==> config.mk <==
export PLATFORM = sky130hd
export DESIGN_NAME = blit_ctrl_flat
export DESIGN_NICKNAME = d
export VERILOG_FILES = /design/src/rtl/blit_ctrl_if.sv /design/src/rtl/blit_ctrl.sv /design/src/flat_wrapper.sv
export SDC_FILE = /design/constraint.sdc
export NUM_CORES = 1
export LEC_CHECK = 0
export ABC_AREA = 1
export BUFFER_PORTS_ARGS = -buffer_cell sky130_fd_sc_hd__buf_4
export CELL_PAD_IN_SITES_DETAIL_PLACEMENT = 0
export CELL_PAD_IN_SITES_GLOBAL_PLACEMENT = 1
export CORE_MARGIN = 2
export CORE_UTILIZATION = 48
export DETAILED_ROUTE_END_ITERATION = 12
export GPL_TIMING_DRIVEN = 0
export PLACE_DENSITY_LB_ADDON = 0.3
export SETUP_SLACK_MARGIN = 0.5
export SYNTH_ARGS = -nofsm -noshare
export SYNTH_HDL_FRONTEND = slang
export SYNTH_SLANG_ARGS = --single-unit
==> constraint.sdc <==
create_clock -name clk -period 5.2 [get_ports clk]
set_input_delay 0.78 -clock clk [delete_from_list [all_inputs] [get_ports clk]]
set_output_delay 0.78 -clock clk [all_outputs]
set_load 0.01 [all_outputs]
==> src/rtl/blit_ctrl_if.sv <==
// Framebuffer port B bus: one access outstanding, strobe for one cycle, hold until rdy_b.
interface blit_ctrl_if;
  logic [8:0] x_b;
  logic [7:0] y_b;
  logic       read_b;
  logic       write_b;
  logic       in_b;
  logic       out_b;
  logic       rdy_b;

  modport master (output x_b, y_b, read_b, write_b, in_b, input out_b, rdy_b);
  modport slave  (input x_b, y_b, read_b, write_b, in_b, output out_b, rdy_b);
endinterface

==> src/rtl/blit_ctrl.sv <==
// Rectangle FILL/COPY sequencer for framebuffer port B, with single-pixel host
// accesses interleaved between pixel operations.
module blit_ctrl #(
  parameter int WIDTH  = 320,
  parameter int HEIGHT = 240
) (
  input  logic       clk,
  input  logic       rst_n,
  input  logic       cmd_start,
  input  logic       cmd_op,
  input  logic [8:0] cmd_x0,
  input  logic [8:0] cmd_x1,
  input  logic [7:0] cmd_y0,
  input  logic [7:0] cmd_y1,
  input  logic [8:0] cmd_sx,
  input  logic [7:0] cmd_sy,
  input  logic       cmd_color,
  output logic       busy,
  output logic       done,
  output logic       err,
  input  logic [8:0] host_x,
  input  logic [7:0] host_y,
  input  logic       host_rd,
  input  logic       host_wr,
  input  logic       host_din,
  output logic       host_dout,
  output logic       host_rdy,
  blit_ctrl_if.master bus
);
  localparam logic [3:0] IDLE    = 4'd0,  CHECK   = 4'd1,  NEXT   = 4'd2,
                         H_ACC   = 4'd3,  H_WAIT  = 4'd4,  F_WR   = 4'd5,
                         F_WAIT  = 4'd6,  C_RD    = 4'd7,  C_RWAIT = 4'd8,
                         C_WR    = 4'd9,  C_WWAIT = 4'd10, ADV    = 4'd11;
  localparam logic [9:0] W_LIM = 10'(WIDTH);
  localparam logic [8:0] H_LIM = 9'(HEIGHT);

  logic [3:0] r_state, w_ns;
  logic       r_cmd_pend, r_op, r_color, r_rev, r_busy;
  logic [8:0] r_x0, r_x1, r_sx, r_sxe, r_cx, r_scx;
  logic [7:0] r_y0, r_y1, r_sy, r_sye, r_cy, r_scy;
  logic       r_hpend, r_hwr, r_hdin;
  logic [8:0] r_hx;
  logic [7:0] r_hy;
  logic       r_done, r_err, r_hrdy, r_hdout;
  logic [8:0] r_x_b;
  logic [7:0] r_y_b;
  logic       r_read_b, r_write_b, r_in_b;

  logic [9:0] w_sxe;
  logic [8:0] w_sye;
  logic       w_reject, w_rev, w_row_end, w_last, w_cmd_acc;
  logic [8:0] w_ncx, w_nscx;
  logic [7:0] w_ncy, w_nscy;

  // Source extents are computed one bit wider so an out-of-range copy cannot wrap into range.
  assign w_sxe = {1'b0, r_sx} + ({1'b0, r_x1} - {1'b0, r_x0});
  assign w_sye = {1'b0, r_sy} + ({1'b0, r_y1} - {1'b0, r_y0});
  assign w_reject = (r_x0 > r_x1) || (r_y0 > r_y1) ||
                    ({1'b0, r_x1} >= W_LIM) || ({1'b0, r_y1} >= H_LIM) ||
                    (r_op && ((w_sxe >= W_LIM) || (w_sye >= H_LIM)));
  // Destination below/right of source: scan backwards so overlapping copies read before overwrite.
  assign w_rev = r_op && ((r_y0 > r_sy) || ((r_y0 == r_sy) && (r_x0 > r_sx)));
  assign w_cmd_acc = cmd_start && !r_busy && (r_state != CHECK) && !r_cmd_pend;

  always_comb begin
    w_row_end = r_rev ? (r_cx == r_x0) : (r_cx == r_x1);
    w_last    = w_row_end && (r_rev ? (r_cy == r_y0) : (r_cy == r_y1));
    w_ncx     = r_rev ? r_cx - 9'd1 : r_cx + 9'd1;
    w_nscx    = r_rev ? r_scx - 9'd1 : r_scx + 9'd1;
    w_ncy     = r_cy;
    w_nscy    = r_scy;
    if (w_row_end) begin
      w_ncx  = r_rev ? r_x1 : r_x0;
      w_nscx = r_rev ? r_sxe : r_sx;
      w_ncy  = r_rev ? r_cy - 8'd1 : r_cy + 8'd1;
      w_nscy = r_rev ? r_scy - 8'd1 : r_scy + 8'd1;
    end
  end

  always_comb begin
    w_ns = r_state;
    case (r_state)
      IDLE:    if (r_hpend) w_ns = H_ACC; else if (r_cmd_pend) w_ns = CHECK;
      CHECK:   w_ns = w_reject ? IDLE : NEXT;
      NEXT:    w_ns = r_hpend ? H_ACC : (r_op ? C_RD : F_WR);
      H_ACC:   w_ns = H_WAIT;
      H_WAIT:  if (bus.rdy_b) w_ns = r_busy ? NEXT : IDLE;
      F_WR:    w_ns = F_WAIT;
      F_WAIT:  if (bus.rdy_b) w_ns = ADV;
      C_RD:    w_ns = C_RWAIT;
      C_RWAIT: if (bus.rdy_b) w_ns = C_WR;
      C_WR:    w_ns = C_WWAIT;
      C_WWAIT: if (bus.rdy_b) w_ns = ADV;
      // FILL skips NEXT when no host request is waiting, keeping it at three cycles per pixel.
      ADV:     if (w_last) w_ns = IDLE;
               else if (r_hpend) w_ns = H_ACC;
               else w_ns = r_op ? NEXT : F_WR;
      default: w_ns = IDLE;
    endcase
  end

  always_ff @(posedge clk or negedge rst_n) begin
    if (!rst_n) begin
      r_state <= IDLE;  r_cmd_pend <= 1'b0; r_op <= 1'b0; r_color <= 1'b0;
      r_rev <= 1'b0;    r_busy <= 1'b0;
      r_x0 <= '0; r_x1 <= '0; r_sx <= '0; r_sxe <= '0; r_cx <= '0; r_scx <= '0;
      r_y0 <= '0; r_y1 <= '0; r_sy <= '0; r_sye <= '0; r_cy <= '0; r_scy <= '0;
      r_hpend <= 1'b0; r_hwr <= 1'b0; r_hdin <= 1'b0; r_hx <= '0; r_hy <= '0;
      r_done <= 1'b0; r_err <= 1'b0; r_hrdy <= 1'b0; r_hdout <= 1'b0;
      r_x_b <= '0; r_y_b <= '0; r_read_b <= 1'b0; r_write_b <= 1'b0; r_in_b <= 1'b0;
    end else begin
      r_state <= w_ns;
      r_done  <= (r_state == ADV) && w_last;
      r_err   <= (r_state == CHECK) && w_reject;
      r_hrdy  <= (r_state == H_WAIT) && bus.rdy_b;

      if (w_cmd_acc) begin
        r_cmd_pend <= 1'b1;
        r_op <= cmd_op; r_color <= cmd_color;
        r_x0 <= cmd_x0; r_x1 <= cmd_x1; r_y0 <= cmd_y0; r_y1 <= cmd_y1;
        r_sx <= cmd_sx; r_sy <= cmd_sy;
      end else if (r_state == CHECK) begin
        r_cmd_pend <= 1'b0;
      end

      if (r_state == CHECK && !w_reject) begin
        r_busy <= 1'b1;
        r_rev  <= w_rev;
        r_sxe  <= w_sxe[8:0];
        r_sye  <= w_sye[7:0];
        r_cx   <= w_rev ? r_x1 : r_x0;
        r_cy   <= w_rev ? r_y1 : r_y0;
        r_scx  <= w_rev ? w_sxe[8:0] : r_sx;
        r_scy  <= w_rev ? w_sye[7:0] : r_sy;
      end else if (r_state == ADV) begin
        if (w_last) r_busy <= 1'b0;
        else begin
          r_cx <= w_ncx; r_cy <= w_ncy; r_scx <= w_nscx; r_scy <= w_nscy;
        end
      end

      // A strobe landing while a request is pending is dropped; write wins over read.
      if (r_state == H_WAIT && bus.rdy_b) begin
        r_hpend <= 1'b0;
        if (!r_hwr) r_hdout <= bus.out_b;
      end else if (!r_hpend && (host_rd || host_wr)) begin
        r_hpend <= 1'b1;
        r_hwr   <= host_wr;
        r_hdin  <= host_din;
        r_hx    <= host_x;
        r_hy    <= host_y;
      end

      r_read_b  <= (w_ns == C_RD) || (w_ns == H_ACC && !r_hwr);
      r_write_b <= (w_ns == F_WR) || (w_ns == C_WR) || (w_ns == H_ACC && r_hwr);
      case (w_ns)
        H_ACC: begin r_x_b <= r_hx; r_y_b <= r_hy; r_in_b <= r_hwr & r_hdin; end
        F_WR: begin
          r_x_b  <= (r_state == ADV) ? w_ncx : r_cx;
          r_y_b  <= (r_state == ADV) ? w_ncy : r_cy;
          r_in_b <= r_color;
        end
        C_RD:  begin r_x_b <= r_scx; r_y_b <= r_scy; r_in_b <= 1'b0; end
        // The read data goes straight into the held write data register.
        C_WR:  begin r_x_b <= r_cx; r_y_b <= r_cy; r_in_b <= bus.out_b; end
        default: ;
      endcase
    end
  end

  assign busy        = r_busy;
  assign done        = r_done;
  assign err         = r_err;
  assign host_rdy    = r_hrdy;
  assign host_dout   = r_hdout;
  assign bus.x_b     = r_x_b;
  assign bus.y_b     = r_y_b;
  assign bus.read_b  = r_read_b;
  assign bus.write_b = r_write_b;
  assign bus.in_b    = r_in_b;
endmodule
==> src/flat_wrapper.sv <==
// flat-port wrapper written by rule: the top's interface ports become plain ports
module blit_ctrl_flat 
#(
  parameter int WIDTH  = 320,
  parameter int HEIGHT = 240
)
  (clk, rst_n, cmd_start, cmd_op, cmd_x0, cmd_x1, cmd_y0, cmd_y1, cmd_sx, cmd_sy, cmd_color, busy, done, err, host_x, host_y, host_rd, host_wr, host_din, host_dout, host_rdy, bus_x_b, bus_y_b, bus_read_b, bus_write_b, bus_in_b, bus_out_b, bus_rdy_b);
  blit_ctrl_if bus_i ();
  input  logic clk;
  input  logic rst_n;
  input  logic cmd_start;
  input  logic cmd_op;
  input  logic [8:0] cmd_x0;
  input  logic [8:0] cmd_x1;
  input  logic [7:0] cmd_y0;
  input  logic [7:0] cmd_y1;
  input  logic [8:0] cmd_sx;
  input  logic [7:0] cmd_sy;
  input  logic cmd_color;
  output logic busy;
  output logic done;
  output logic err;
  input  logic [8:0] host_x;
  input  logic [7:0] host_y;
  input  logic host_rd;
  input  logic host_wr;
  input  logic host_din;
  output logic host_dout;
  output logic host_rdy;
  output wire logic [$bits(bus_i.x_b)-1:0] bus_x_b;
  output wire logic [$bits(bus_i.y_b)-1:0] bus_y_b;
  output wire logic [$bits(bus_i.read_b)-1:0] bus_read_b;
  output wire logic [$bits(bus_i.write_b)-1:0] bus_write_b;
  output wire logic [$bits(bus_i.in_b)-1:0] bus_in_b;
  input wire logic [$bits(bus_i.out_b)-1:0] bus_out_b;
  input wire logic [$bits(bus_i.rdy_b)-1:0] bus_rdy_b;
  assign bus_x_b = bus_i.x_b;
  assign bus_y_b = bus_i.y_b;
  assign bus_read_b = bus_i.read_b;
  assign bus_write_b = bus_i.write_b;
  assign bus_in_b = bus_i.in_b;
  assign bus_i.out_b = bus_out_b;
  assign bus_i.rdy_b = bus_rdy_b;
  blit_ctrl #(.WIDTH(WIDTH), .HEIGHT(HEIGHT)) u_core (.clk(clk), .rst_n(rst_n), .cmd_start(cmd_start), .cmd_op(cmd_op), .cmd_x0(cmd_x0), .cmd_x1(cmd_x1), .cmd_y0(cmd_y0), .cmd_y1(cmd_y1), .cmd_sx(cmd_sx), .cmd_sy(cmd_sy), .cmd_color(cmd_color), .busy(busy), .done(done), .err(err), .host_x(host_x), .host_y(host_y), .host_rd(host_rd), .host_wr(host_wr), .host_din(host_din), .host_dout(host_dout), .host_rdy(host_rdy), .bus(bus_i));
endmodule
Yosys cells after proc, flatten, opt, wreduce, memory -nomap -nowiden
Index checks and enable logic that the tools add are counted.

Register bits after elaboration: 147.

Muxes and demuxes: 53. Equal/unequal tests: 22. Magnitude comparators: 8. Bitwise logic cells: 3. Add/sub/neg operators: 12. Reductions and logical operators: 42.

Operator list (count): $mux W9 (15); $mux W8 (13); $pmux W4 S11 (1); $pmux W9 S4 (1); $mux W4 (8); $pmux W8 S4 (1); $eq A4 B3 Y1 const B (6); $eq A8 B8 Y1 (3); $eq A4 B4 Y1 const B (5); $add A9 B1 Y9 const B (2); $eq A9 B9 Y1 (2); $gt A9 B9 Y1 (2); $sub A9 B1 Y9 const B (2); $add A8 B1 Y8 const B (2); $gt A8 B8 Y1 (2); $sub A8 B1 Y8 const B (2); $logic_and A1 B1 Y1 (14); $eq A4 B2 Y1 const B (3); $add A9 B10 Y10 (1); $ge A10 B9 Y1 const B (1); $logic_or A1 B1 Y1 (10); $reduce_bool A2 Y1 (5); $sub A9 B9 Y10 (1); $add A8 B9 Y9 (1); other kinds (19) (37).

Depth between registers and ports, before layout
Depth in word-level cells: 11. Gate-level depth with buffers: 25.

Least setup slack after synthesis
Ideal clock, no wire load.

Path kind: register to register. Start point: register u_core.r_x1[1]. End point: register u_core.r_busy (netlist: u_core.busy). Clock period less this slack: 3.052 ns. Slack: 2.148 ns. Setup time: 0.140 ns. Arrival time: 2.912 ns. Path buffers: 3. Required time: 5.060 ns. Stages on the path, launching flop included: 19. Cell sequence: dfrtp_1 > inv_1 > fa_1 > fa_1 > inv_1 > nand2_1 > nand3_1 > nand2_1 > nand2_1 > nand2_1 > nand2_1 > nand2_1 > nand3_1 > nand2_1 > nand3_1 > buf_2 > buf_2 > clkbuf_1 > o21ai_0.

Longest elaborated chain between the ends: 10. Elaborated cells between the ends (all ways): 20.

RTL lines: start: declaration (RTL line blit_ctrl.sv:39) `logic [8:0] r_x0, r_x1, r_sx, r_sxe, r_cx, r_scx;`; start signal: assignment (RTL line blit_ctrl.sv:120) `r_x0 <= cmd_x0; r_x1 <= cmd_x1; r_y0 <= cmd_y0; r_y1 <= cmd_y1;`; $sub A9 B9 Y10 (RTL line blit_ctrl.sv:56) `assign w_sxe = {1'b0, r_sx} + ({1'b0, r_x1} - {1'b0, r_x0});`; $add A9 B10 Y10 (RTL line blit_ctrl.sv:56); $ge A10 B9 Y1 (RTL line blit_ctrl.sv:60) `(r_op && ((w_sxe >= W_LIM) || (w_sye >= H_LIM)));`; $logic_or A1 B1 Y1 (RTL line blit_ctrl.sv:60); $logic_and A1 B1 Y1 (RTL line blit_ctrl.sv:60); $logic_or A1 B1 Y1 (RTL line blit_ctrl.sv:59) `({1'b0, r_x1} >= W_LIM) || ({1'b0, r_y1} >= H_LIM) ||`; $logic_not A1 Y1 (RTL line blit_ctrl.sv:126) `if (r_state == CHECK && !w_reject) begin`; $logic_and A1 B1 Y1 (RTL line blit_ctrl.sv:126); $reduce_bool A2 Y1 (no line); $reduce_and A2 Y1 (no line); end signal: assignment (RTL line blit_ctrl.sv:105) `r_rev <= 1'b0; r_busy <= 1'b0;`; end signal: assignment (RTL line blit_ctrl.sv:127) `r_busy <= 1'b1;`; end signal: assignment (RTL line blit_ctrl.sv:136) `if (w_last) r_busy <= 1'b0;`; end: declaration (RTL line blit_ctrl.sv:38) `logic r_cmd_pend, r_op, r_color, r_rev, r_busy;`.

Parallel ways exist; a longest one is shown, timed or not. A chain may end at the register's enable or synchronous reset.

Worst setup path after layout
Start point: register u_core.r_x1[0]. End point: register u_core.r_scx[6].

Longest elaborated chain between the ends: 10. Elaborated cells between the ends (all ways): 24.

RTL lines: $sub A9 B9 Y10 (RTL line blit_ctrl.sv:56); $add A9 B10 Y10 (RTL line blit_ctrl.sv:56); $ge A10 B9 Y1 (RTL line blit_ctrl.sv:60); $logic_or A1 B1 Y1 (RTL line blit_ctrl.sv:60); $logic_and A1 B1 Y1 (RTL line blit_ctrl.sv:60); $logic_or A1 B1 Y1 (RTL line blit_ctrl.sv:59); $logic_not A1 Y1 (RTL line blit_ctrl.sv:126); $logic_and A1 B1 Y1 (RTL line blit_ctrl.sv:126); $ne A2 B2 Y1 (no line) / $reduce_bool A2 Y1 (equally long branches); $reduce_and A2 Y1 (no line); end signal: assignment (RTL line blit_ctrl.sv:133) `r_scx <= w_rev ? w_sxe[8:0] : r_sx;`; end signal: assignment (RTL line blit_ctrl.sv:138) `r_cx <= w_ncx; r_cy <= w_ncy; r_scx <= w_nscx; r_scy <= w_nscy;`; end: declaration (RTL line blit_ctrl.sv:39).

Parallel ways exist; a longest one is shown, timed or not. The select of a mux whose other input is x is not followed.

==> summary.md <==
| Metric | Value |
|---|---|
| Die area | 24200 um2 |
| Layout area overhead | 16.4% |
| DRC Markers | 0 |
| Crit path required time | 5.49 ns |
| Die Wd | 156 um |
| Skew final | 0.0110 ns |
| Warnings from Yosys | 0 |
| Crit end category | flip-flop |
| DR vias | 10.8k |
| Nets | 1805 |
| RSZ-0062 raised after global routing | false |
| Setup tns final | 0 ns |
| Fin crit share | 83.9% |
| Antenna diode count | 0 |
| I/O pin count | 103 |
| Status | complete, no violations |
| Slew @ Worst Pin | 1.21 ns |
| Num Clock Sinks | 147 |
| Share of layout cells above drive strength 1 | 12.0% |
| Achievable clock frequency | 229 MHz |
| Clock Path Buffers | 2 |
| Num CTS Buffers | 17 |
| Gate Count Post-Synth | 1504 |
| Htree depth | 4 |
| Final Setup Violations | 0 |
| Worst slew margin | 19.4% |
| Crit-path cells | inv_1 -> ha_1 -> inv_1 -> ha_1 -> inv_1 -> fa_1 -> inv_1 -> nand2_1 -> nand3_1 -> nand2_1 -> nand2_1 -> nand2_1 -> nand2_1 -> nand2_1 -> nand3_1 -> nand2_1 -> nand3_1 -> buf_2 -> clkbuf_1 -> a21oi_1 -> o21ai_0 -> nand3_1 |
| Gr ovfl total | 0 |
| Largest net degree at the start of global routing | 88 |
| Cell chosen for the clock root | clkbuf_16 |
| Placeable Area | 22600 um2 |
| Row count | 55 |
| CTS tree | done |
| Final-report hold violation count | 0 |
| Min Tclk post-route | 4.36 ns |
| Maximum capacitance violations | 0 |
| Clk Latency, worst-skew pair | 0.43 ns |
| Critical Path AT | 4.66 ns |
| Syn_area_per_cell | 7.34 um2 |
| Starting Density | 48.8% |
| Synthesized area | 11000 um2 |
| Port bufs | 102 |
| Clk slew on worst S/H paths | 0.07 ns |
| DRT Pass-1 Iters | 5 |
| Type of the worst setup path | reg2reg |
| Synth Register Bits | 147 |
| Number of synthesized flops with an enable pin | 0 |
| Post-CTS Setup Inserts | 0 |
| Final wirelength | 34900 um |
| Post-synthesis async set-or-reset flop share | 100% |
| CP max-delay cell | clkbuf_1 |
| Syn_nets | 1682 |
| GPL Wtd Cong | 0.934 |
| Synth unique cells | 48 |
| Crit-path max cell delay | 0.56 ns |
| Iteration-0 DRC count of the detailed router | 877 |
| First-pass GRT wire length | 55800 um |
| Main synth FF type | dfrtp_1 |
| Pins Over Slew Limit | 0 |
| Tot GR Track Use | 29.7% |
| Worst Path Max Fanout | 10 |
| Most used cell, CP | nand2_1 |
| DP Wirelength | 26900 um |
| DRT antenna net count | 0 |
| Hold Buf Count CTS | 0 |
| CP startpoint kind | flip-flop |
| Gates resized, CTS repair | 0 |
| R2r setup slk | 0.84 ns |
| Routed wire per std cell | 18.1 um |
| Die height | 156 um |
| Type of the tightest min-delay check | in2async |
| Register area share after synthesis | 33.3% |
| Antenna violations before repair | 0 |
| Vias/cell | 5.63 |
| Vias in the first global route | 10.3k |
registers in the layout (all words and copies together) (netlist names), 9 cells and up:
name and cells:
u_core.r_x1 9, u_core.r_sxe 9, u_core.r_scx 9, u_core.bus.x_b 9
u_core.r_hx 9, u_core.r_cx 9, u_core.r_sx 9, u_core.r_x0 9
cells by family (layout without fill, tap and decap cells):
group	after synthesis	in the layout	share of synthesized area, %
simple gates	655	655	24.7
compound gates	306	306	15.8
buf+inv	243	378	8.76
flops	147	147	33.3
fa+ha+maj	100	100	12.8
xor+xnor	33	33	2.62
mux	20	20	2.04
layout make-up:
type                            instances  area (um2)
Buffer                                 50         244
Clock inverter                         12         205
Fill cell                            2192        9800
Clock buffer                           19         433
Sequential cell                       147        3680
Timing Repair Buffer                  104         805
Multi-Input combinational cell       1114        6400
Inverter                              193         724
Tap cell                              285         357
placed cells by master (no fill, tap or decap), types with 3 or more instances in the layout:
cell type	n
xor2_1	23
buf_4	103
dfrtp_1	147
a22oi_1	5
mux2_2	20
nand2_1	435
nor3_1	11
a21oi_1	81
o22ai_1	9
o21ai_0	144
clkinv_1	3
buf_6	6
ha_1	79
bufinv_16	5
clkbuf_1	31
buf_2	11
xnor2_1	10
o211ai_1	26
nand4_1	15
inv_1	185
a31oi_1	8
or2_2	4
nand3_1	65
buf_1	3
inv_2	5
a221oi_1	6
clkbuf_16	17
fa_1	21
nor2_1	107
nand3b_1	3
o221ai_1	12
critical path, delay by kind of cell (launching register included):
family	cells	cell delay, ns
simple gates	11	1.24
compound gates	2	0.27
flops	1	0.42
buf+inv	6	1.29
fa+ha+maj	3	0.98
final timing paths:
| check | from | endpoint | depth (start not counted) |
|---|---|---|---|
| setup / recovery | u_core.r_x1[0] | u_core.r_scx[6] | 22 |
| min in group clk | u_core.r_sxe[4] | u_core.r_sxe[4] | 2 |
| setup reg to reg | u_core.r_x1[0] | u_core.r_scx[6] | 22 |
| hold reg to reg | u_core.r_sxe[4] | u_core.r_sxe[4] | 2 |
| max in group asynchronous | rst_n | u_core.r_x0[7] | 2 |
| hold / removal | rst_n | u_core.done | 1 |
Yosys cell counts, types with 2 or more instances:
cell,instances,area share (%)
o22ai_1,9,0.51
nand3_2,2,0.18
a221oi_1,6,0.48
dfrtp_1,147,33
o21a_1,2,0.14
xor2_1,23,1.8
o21ai_1,2,0.091
a31oi_1,8,0.45
nand4_1,15,0.85
nor3_1,11,0.50
clkinv_1,3,0.10
nand3_1,65,2.9
a21oi_1,81,3.7
inv_2,5,0.17
a21boi_0,2,0.14
nor2_4,2,0.20
nand3b_1,3,0.20
fa_1,21,3.8
a22oi_1,5,0.34
mux2_2,20,2.0
o211ai_1,26,1.8
inv_1,185,6.3
buf_2,11,0.50
o21bai_1,2,0.14
xnor2_1,10,0.79
nand3_4,2,0.32
buf_6,5,0.51
nand2_2,2,0.11
nand2_1,435,15
o21ai_0,144,6.5
nor4_1,2,0.11
nand2_4,2,0.20
clkbuf_1,30,1.0
o221ai_1,12,0.95
buf_1,3,0.10
nor2_1,107,3.6
or2_2,4,0.23
a211oi_1,2,0.14
ha_1,79,9.0
through the flow:
step	hold slack (ns)	setup slack, ns	cells	cell area (um2)	utilization (%)
after floorplan	0.443	2.15	1504	11000	-
after global placement	0.463	0.727	1891	12200	53.7
after detailed placement	0.466	0.774	1893	12200	53.9
after CTS	0.355	0.727	1924	12800	56.7
after global routing	0.383	0.569	1924	12800	56.7
final	0.330	0.835	1924	12800	56.7
metal layers:
metal	wire, um	track usage (%)	share of wire [%]	up-vias
met5	0	0	0	-
met4	518	6.68	1.5	0
met3	2390	3.86	6.8	35
met2	15600	47.6	45	457
met1	16300	43.0	47	5134
li1	-	-	-	5198
Power is left out: the tool's default activity adds up to more than one toggle a clock period on the data nets, which glitch-free logic cannot reach.
